`config.mk`:
```
export PLATFORM = sky130hd
export DESIGN_NAME = ram_port_arbiter
export DESIGN_NICKNAME = d
export VERILOG_FILES = /design/src/rtl/ram_arb_pkg.sv /design/src/rtl/ram_port_arbiter_rr_arb2.sv /design/src/rtl/ram_port_arbiter.sv
export SDC_FILE = /design/constraint.sdc
export NUM_CORES = 1
export LEC_CHECK = 0
export CAP_MARGIN = 20
export CORE_AREA = 5 5 98 100
export CTS_CLUSTER_SIZE = 40
export DETAILED_ROUTE_END_ITERATION = 8
export DIE_AREA = 0 0 103 105
export HOLD_SLACK_MARGIN = 0.02
export PLACE_DENSITY_LB_ADDON = 0.25
export SLEW_MARGIN = 20
export SYNTH_ARGS = -nofsm -noshare
export SYNTH_HDL_FRONTEND = slang
export SYNTH_HIERARCHICAL = 1
export SYNTH_SLANG_ARGS = --single-unit
```
`constraint.sdc`:
```
create_clock -name clk -period 5.9 [get_ports clk]
set_input_delay 0.885 -clock clk [delete_from_list [all_inputs] [get_ports clk]]
set_output_delay 0.885 -clock clk [all_outputs]
set_load 0.005 [all_outputs]
```
`src/rtl/ram_arb_pkg.sv`:
```
// Shared types and constants for the on-chip RAM port arbiter.
// The read tag records which master owns the read that returns next cycle.
package ram_arb_pkg;

  localparam int unsigned NUM_WORDS = 5120;
  localparam int unsigned ERR_W     = 8;

  typedef enum logic {
    PORT_M0 = 1'b0,
    PORT_M1 = 1'b1
  } port_e;

  typedef struct packed {
    logic  valid;
    port_e owner;
    logic  oor;
  } rd_tag_t;

  function automatic logic addr_in_range(input logic [31:0] addr,
                                         input int unsigned depth);
    return addr < depth;
  endfunction

endpackage

```
`src/rtl/ram_port_arbiter_rr_arb2.sv`:
```
// Two-way round-robin arbiter: combinational grant, registered priority
// pointer that flips to the other requester after every grant.
module rr_arb2 (
  input  logic       clk,
  input  logic       reset,
  input  logic [1:0] req,
  output logic [1:0] grant
);
  import ram_arb_pkg::*;

  port_e prio_q;
  port_e prio_d;

  always_comb begin
    grant = 2'b00;
    case (req)
      2'b01:   grant = 2'b01;
      2'b10:   grant = 2'b10;
      2'b11:   grant = (prio_q == PORT_M0) ? 2'b01 : 2'b10;
      default: grant = 2'b00;
    endcase
  end

  always_comb begin
    prio_d = prio_q;
    if (grant[0])      prio_d = PORT_M1;
    else if (grant[1]) prio_d = PORT_M0;
  end

  always_ff @(posedge clk or posedge reset) begin
    if (reset) prio_q <= PORT_M0;
    else       prio_q <= prio_d;
  end

endmodule

```
`src/rtl/ram_port_arbiter.sv`:
```
// Shares one single-port RAM between two Avalon-MM masters with round-robin
// grant, fixed 1-cycle read latency and out-of-range access trapping.
module ram_port_arbiter #(
  parameter int unsigned ADDR_W    = 13,
  parameter int unsigned DATA_W    = 32,
  parameter int unsigned BE_W      = 4,
  parameter int unsigned NUM_WORDS = 5120,
  parameter int unsigned ERR_W     = 8
) (
  input  logic              clk,
  input  logic              reset,
  input  logic [ADDR_W-1:0] m0_address,
  input  logic [BE_W-1:0]   m0_byteenable,
  input  logic              m0_read,
  input  logic              m0_write,
  input  logic [DATA_W-1:0] m0_writedata,
  output logic              m0_waitrequest,
  output logic [DATA_W-1:0] m0_readdata,
  output logic              m0_readdatavalid,
  input  logic [ADDR_W-1:0] m1_address,
  input  logic [BE_W-1:0]   m1_byteenable,
  input  logic              m1_read,
  input  logic              m1_write,
  input  logic [DATA_W-1:0] m1_writedata,
  output logic              m1_waitrequest,
  output logic [DATA_W-1:0] m1_readdata,
  output logic              m1_readdatavalid,
  output logic [ADDR_W-1:0] ram_address,
  output logic [BE_W-1:0]   ram_byteenable,
  output logic              ram_chipselect,
  output logic              ram_write,
  output logic [DATA_W-1:0] ram_writedata,
  output logic              ram_clken,
  input  logic [DATA_W-1:0] ram_readdata,
  output logic [ERR_W-1:0]  err_count
);
  import ram_arb_pkg::*;

  localparam logic [ERR_W-1:0] ERR_MAX = '1;

  logic [1:0]        req;
  logic [1:0]        arb_req;
  logic [1:0]        grant;
  logic              granted;
  port_e             winner;
  logic [ADDR_W-1:0] win_address;
  logic [BE_W-1:0]   win_byteenable;
  logic [DATA_W-1:0] win_writedata;
  logic              win_write;
  logic              in_range;
  rd_tag_t           tag_q;
  logic [ERR_W-1:0]  err_q;

  assign req[0] = m0_read | m0_write;
  assign req[1] = m1_read | m1_write;

  // Requests are masked while reset is held so nothing reaches the RAM.
  assign arb_req = req & {2{~reset}};

  rr_arb2 u_arb (
    .clk   (clk),
    .reset (reset),
    .req   (arb_req),
    .grant (grant)
  );

  assign granted = |grant;
  assign winner  = grant[1] ? PORT_M1 : PORT_M0;

  assign m0_waitrequest = req[0] & ~grant[0];
  assign m1_waitrequest = req[1] & ~grant[1];

  // A simultaneous read+write is treated as a write.
  always_comb begin
    win_address    = m0_address;
    win_byteenable = m0_byteenable;
    win_writedata  = m0_writedata;
    win_write      = m0_write;
    if (winner == PORT_M1) begin
      win_address    = m1_address;
      win_byteenable = m1_byteenable;
      win_writedata  = m1_writedata;
      win_write      = m1_write;
    end
  end

  assign in_range = addr_in_range(32'(win_address), NUM_WORDS);

  always_comb begin
    ram_address    = '0;
    ram_byteenable = '0;
    ram_writedata  = '0;
    ram_chipselect = 1'b0;
    ram_write      = 1'b0;
    if (granted) begin
      ram_address    = win_address;
      ram_byteenable = win_write ? win_byteenable : '1;
      ram_writedata  = win_writedata;
      ram_chipselect = in_range;
      ram_write      = win_write & in_range;
    end
  end

  assign ram_clken = 1'b1;

  always_ff @(posedge clk or posedge reset) begin
    if (reset) begin
      tag_q <= '0;
    end else begin
      tag_q.valid <= granted & ~win_write;
      tag_q.owner <= winner;
      tag_q.oor   <= ~in_range;
    end
  end

  always_comb begin
    m0_readdatavalid = tag_q.valid & (tag_q.owner == PORT_M0);
    m1_readdatavalid = tag_q.valid & (tag_q.owner == PORT_M1);
    m0_readdata      = '0;
    m1_readdata      = '0;
    if (m0_readdatavalid && !tag_q.oor) m0_readdata = ram_readdata;
    if (m1_readdatavalid && !tag_q.oor) m1_readdata = ram_readdata;
  end

  always_ff @(posedge clk or posedge reset) begin
    if (reset) begin
      err_q <= '0;
    end else if (granted && !in_range && err_q != ERR_MAX) begin
      err_q <= err_q + 1'b1;
    end
  end

  assign err_count = err_q;

endmodule

```
## Word-level counts from Yosys, hierarchy flattened

Index checks and enable logic that the tools add are counted.

| word-level totals | value |
|---|---|
| flip-flop bits (word level) | 12 |
| input bits | 136 |
| output and inout port bits | 128 |
| logic and storage cells | 51 |

| cells by class | value |
|---|---|
| add/subtract/negate cells | 1 |
| order comparisons | 1 |
| equality and inequality tests | 4 |
| mux-type cells | 17 |
| bitwise gates (word level) | 15 |
| reductions and logical operators | 8 |

Operators by type and width:

| cell | number |
|---|---|
| $mux 32 | 4 |
| $mux 13 | 2 |
| $lt 13x13->1 const B | 1 |
| $mux 4 | 3 |
| $add 8x1->8 const B | 1 |
| $ne 8x8->1 const B | 1 |
| $and 1x1->1 | 6 |
| $mux 1 | 6 |
| $not 1->1 | 6 |
| $pmux 2 s3 | 1 |
| $eq 2x2->1 const B | 2 |
| $logic_and 1x1->1 | 4 |
| $and 2x2->2 | 1 |
| $eq 2x1->1 const B | 1 |
| $logic_not 1->1 | 2 |
| $mux 2 | 1 |
| $or 1x1->1 | 2 |
| $reduce_bool 2->1 | 1 |
| $reduce_or 2->1 | 1 |

## Depth between registers and ports, before layout

| logic depth | value |
|---|---|
| depth after elaboration | 10 |
| gate-level depth with buffers | 9 |
| gate-level depth less buffers | 8 |

## Modules after synthesis

Netlist, hierarchy kept.

By module, submodules not included:

| module | times used | cells an instance | area an instance (µm²) |
|---|---|---|---|
| ram_port_arbiter | 1 | 196 | 1534.0 |
| rr_arb2 | 1 | 8 | 65.1 |

## Worst setup path before layout

Ideal clock, no wire load.

| timing path | value |
|---|---|
| path kind | input to output |
| start | in m0_write |
| end | out ram_address[0] |
| arrival | 2.225 ns |
| required time | 5.015 ns |
| path slack | 2.790 ns |
| stages on the path | 9 |
| path buffers | 3 |
| cells stage by stage | nor2_1 > nor2_1 > nand2b_1 > and2_1 > buf_2 > nor2b_1 > buf_2 > buf_2 > a22o_1 |

| between the ends | value |
|---|---|
| cells in the longest elaborated chain, start to end | 7 |

RTL lines:

| element | RTL line | text |
|---|---|---|
| from (decl) | ram_port_arbiter.sv:15 | `input logic m0_write,` |
| $or 1x1->1 * | ram_port_arbiter.sv:54 | `assign req[0] = m0_read \| m0_write;` |
| $and 2x2->2 * | ram_port_arbiter.sv:58 | `assign arb_req = req & {2{~reset}};` |
| net arb_req[0] | ram_port_arbiter.sv:42 | `logic [1:0] arb_req;` |
| $eq 2x2->1 or $eq 2x1->1 (tied branches) | ram_port_arbiter_rr_arb2.sv:16 | `case (req)` |
| $pmux 2 s3 * | ram_port_arbiter_rr_arb2.sv:16 |  |
| net grant[1] | ram_port_arbiter.sv:43 | `logic [1:0] grant;` |
| $mux 1 | ram_port_arbiter.sv:68 | `assign winner = grant[1] ? PORT_M1 : PORT_M0;` |
| $mux 13 | ram_port_arbiter.sv:79 | `if (winner == PORT_M1) begin` |
| $mux 13 * | ram_port_arbiter.sv:95 | `if (granted) begin` |
| to (decl) | ram_port_arbiter.sv:28 | `output logic [ADDR_W-1:0] ram_address,` |

The timed path passes the listed nets; every way through them passes the cells marked *.

## Worst setup path in the final report

| timing path | value |
|---|---|
| start | in m0_write |
| end | out ram_write |

| between the ends | value |
|---|---|
| cells in the longest elaborated chain, start to end | 9 |

RTL lines:

| element | RTL line | text |
|---|---|---|
| $or 1x1->1 * | ram_port_arbiter.sv:54 |  |
| $and 2x2->2 * | ram_port_arbiter.sv:58 |  |
| net arb_req[0] | ram_port_arbiter.sv:42 |  |
| $eq 2x2->1 or $eq 2x1->1 (tied branches) | ram_port_arbiter_rr_arb2.sv:16 |  |
| $pmux 2 s3 * | ram_port_arbiter_rr_arb2.sv:16 |  |
| net grant[1] | ram_port_arbiter.sv:43 |  |
| $mux 1 | ram_port_arbiter.sv:68 |  |
| $mux 13 | ram_port_arbiter.sv:79 |  |
| $lt 13x13->1 | ram_arb_pkg.sv:21 | `return addr < depth;` |
| $and 1x1->1 | ram_port_arbiter.sv:100 | `ram_write = win_write & in_range;` |
| $mux 1 * | ram_port_arbiter.sv:95 |  |
| to (decl) | ram_port_arbiter.sv:31 | `output logic ram_write,` |

Marked as above.

==> summary.txt <==
Clocking
  • Clock buffer depth: 2
  • Post-cts gate resize count: 0
  • Worst skew pair latency: 250 ps
  • H-tree depth: 1
  • Clk slew on worst S/H paths: 60 ps
  • Clock sink total: 12
  • CTS Buf Count: 3
  • Cts hold-fix bufs: 0
  • CTS tree: done
  • Setup bufs post-CTS: 0
  • Clock root buffer: clkbuf_8

Power
  • Peak supply drop: 0.0000828 V
  • Leak pwr: 1.73 nW
  • P_int: 0.428 mW
  • Clock power share: 14.9%
  • Pwr dens: 140 nW/um^2
  • P_sw: 0.186 mW
  • Switch share: 30.3%
  • Overall Power: 0.613 mW
  • Sequential Power Share: 21.3%
  • Logic gate share of total power: 63.9%

Floorplan
  • Die width: 103 um
  • Row count: 34
  • Die Span Y: 105 um
  • Initial Util: 18.6%
  • Core Region: 8590 um^2
  • Die area: 10,800 um^2
  • Top Ports: 264

Synth
  • Top cells by area, synth: and2_1 26%, a22o_1 24%, dfrtp_1 19%
  • Leading area contributor after synthesis: and2_1
  • Asr flop ratio synth: 100%
  • Sequential-to-total area share from yosys stat: 18.8%
  • Netlist Area Pre-Place: 1600 um^2
  • Post-synth EDFFs: 0
  • Synth Register Bits: 12
  • Library cells used by synthesis: 35
  • Post-Syn Instances: 204
  • Syn nets: 341
  • Syn. warnings: 6
  • Synth Flop Type: dfrtp_1
  • Avg Inst Size Synth: 7.84 um^2
  • Synth top area share: 25.8%

STA
  • Hold Violations, Final: 0
  • Max_slew headroom: 43.2%
  • Slew Viols, Final: 0
  • Worst Skew: 3.89 ps
  • Post-route minimum period: 4570 ps
  • Worst-Margin Slew: 852 ps
  • Final critical-path share of the clock period: 77.4%
  • Aggregate negative setup slack: 0 ps
  • Max Fclk: 0.219 GHz
  • Final Setup Violations: 0
  • RSZ-0062 raised after global routing: false
  • Min setup slack post-route: 1330 ps

Place
  • Pre-CTS setup slack: 1330 ps
  • Detailed Place HPWL: 8600 um
  • Placed cell area: 4320 um^2
  • IO Port Bufs: 262
  • GPL Wtd Cong: 0.794

Final layout
  • Design area: 4370 um^2
  • N_diodes: 0
  • Most common cell after layout, fill and taps aside: clkdlybuf4s50_1
  • FILL cells: 806
  • Fraction of layout instances using a drive strength above 1: 3.74%
  • Layout area overhead: 173%
  • Post-layout nets: 593
  • Most frequent cells in the layout: 262 x clkdlybuf4s50_1, 65 x and2_1, 43 x a22o_1, 12 x dfrtp_1, 11 x nor2_1

Drt
  • DRC violation total after the first TritonRoute iteration: 83
  • WL per Instance: 17.2 um
  • Drt via density: 4.49
  • DRT Wirelength: 9700 um
  • DR WL met3: 1380 um
  • DRC Markers: 0
  • M1 wire length: 3020 um
  • Via count: 2,530
  • Met2 wire len: 5090 um
  • Pre-antenna DRT Iters: 4
  • DRT antenna net count: 0
  • Top Layer Used: met4

Worst setup path
  • Crit path capture type: primary output
  • RR Startpoint: u_arb/prio_q
  • R2r setup slk: 3690 ps
  • Arrival @ worst endpoint: 3680 ps
  • Critical path type: primary input to primary output
  • Worst R2R Path Depth: 6
  • Critical Path Start Type: primary input
  • WP data required: 5020 ps
  • Crit-path max FO: 30
  • Crit Reg-Reg Endpoint: err_count[1]

Global route
  • First-pass GRT wire length: 13,900 um
  • Grt ovf: 0
  • Largest net degree at the start of global routing: 34
  • Gr usage total: 16.5%
  • Vias in the first global route: 2,618
  • Initial antenna violation count: 0

Min path
  • Hold worst-path end: err_count[5]
  • Hold_sp: err_count[5]
  • Cell depth of the worst hold path: 1
  • HP Class: register to register

Outcome
  • Status: finished, final reports clean

Flow run
  • Max Cap Viol: 0
==> critical path, stage by stage <==
cell,delay (ps)
clkdlybuf4s50_1,510
nor2_1,70
nor2_1,130
nand2b_1,80
and2_2,380
nor2b_4,450
buf_4,390
a22oi_1,130
nor2_1,120
clkdlybuf4s50_1,540
==> cells in the mapped netlist (3+ instances only) <==
| library cell | instances |
|---|---|
| and2_1 | 66 |
| a22o_1 | 43 |
| dfrtp_1 | 12 |
| clkbuf_1 | 11 |
| nor2_1 | 11 |
| inv_1 | 5 |
| nand2_1 | 5 |
| xnor2_1 | 5 |
| a221o_1 | 4 |
| buf_2 | 4 |
| nand3_1 | 4 |
| and3_1 | 3 |
| nor2b_1 | 3 |
==> state kept, by name, indices dropped and copies added (netlist names) <==
register,cells
tag_q,3
err_count,8
u_arb/prio_q,1
==> through the flow <==
stage / utilization, % / cells / hold WS (ps)
after floorplan: - / 204 / 500
after global placement: 50.2 / 559 / 511
after detailed placement: 50.2 / 559 / 514
after CTS: 50.9 / 563 / 523
after global routing: 50.9 / 563 / 534
final: 50.9 / 563 / 523
==> cells by family (layout without fill, tap and decap cells) <==
group	count (synthesis)	after routing	share of synthesized area, %
xor gates and xnor gates	5	5	2.74
muxes	1	1	0.939
and+or+nand+nor	102	102	38.3
AOI/OAI and AO/OA	58	58	31.8
DFF	12	12	18.8
adders and majority gates	1	1	0.782
buffers and inverters	24	275	6.42
other	1	1	0.235
==> final cells by class <==
class,instances,area (um^2),area share (%)
clock buffer,4,55.1,1.26
inverter,5,18.8,0.429
multi-input combinational,168,1210,27.7
sequential,12,300,6.87
tap,108,135,3.09
timing repair buffer,266,2650,60.7
==> power by group through the flow <==
stage	Sequential (mW)	Clock, mW	Combinational, mW
finish	0.130	0.0913	0.392
global route	0.134	0.0974	0.421
CTS	0.131	0.0946	0.399
detailed placement	0.132	0	0.398
global placement	0.130	0	0.395
floorplan	0.126	0	0.132
==> worst max path at each step <==
stage	slack, ps	start	end	cells past startpoint
floorplan	2790	m0_write	ram_address[0]	9
global placement	1400	m0_write	ram_write	10
detailed placement	1330	m0_write	ram_write	10
CTS	1330	m0_write	ram_write	10
global route	1080	m0_write	ram_byteenable[0]	10
finish	1330	m0_write	ram_write	10
==> metal layers <==
metal  vias up  track usage (%)
met2       169             31.5
met1      1114             15.4
met5         -                0
li1       1230                -
met3        17             6.80
met4         0             5.18
(Power assumes the default switching activity.)
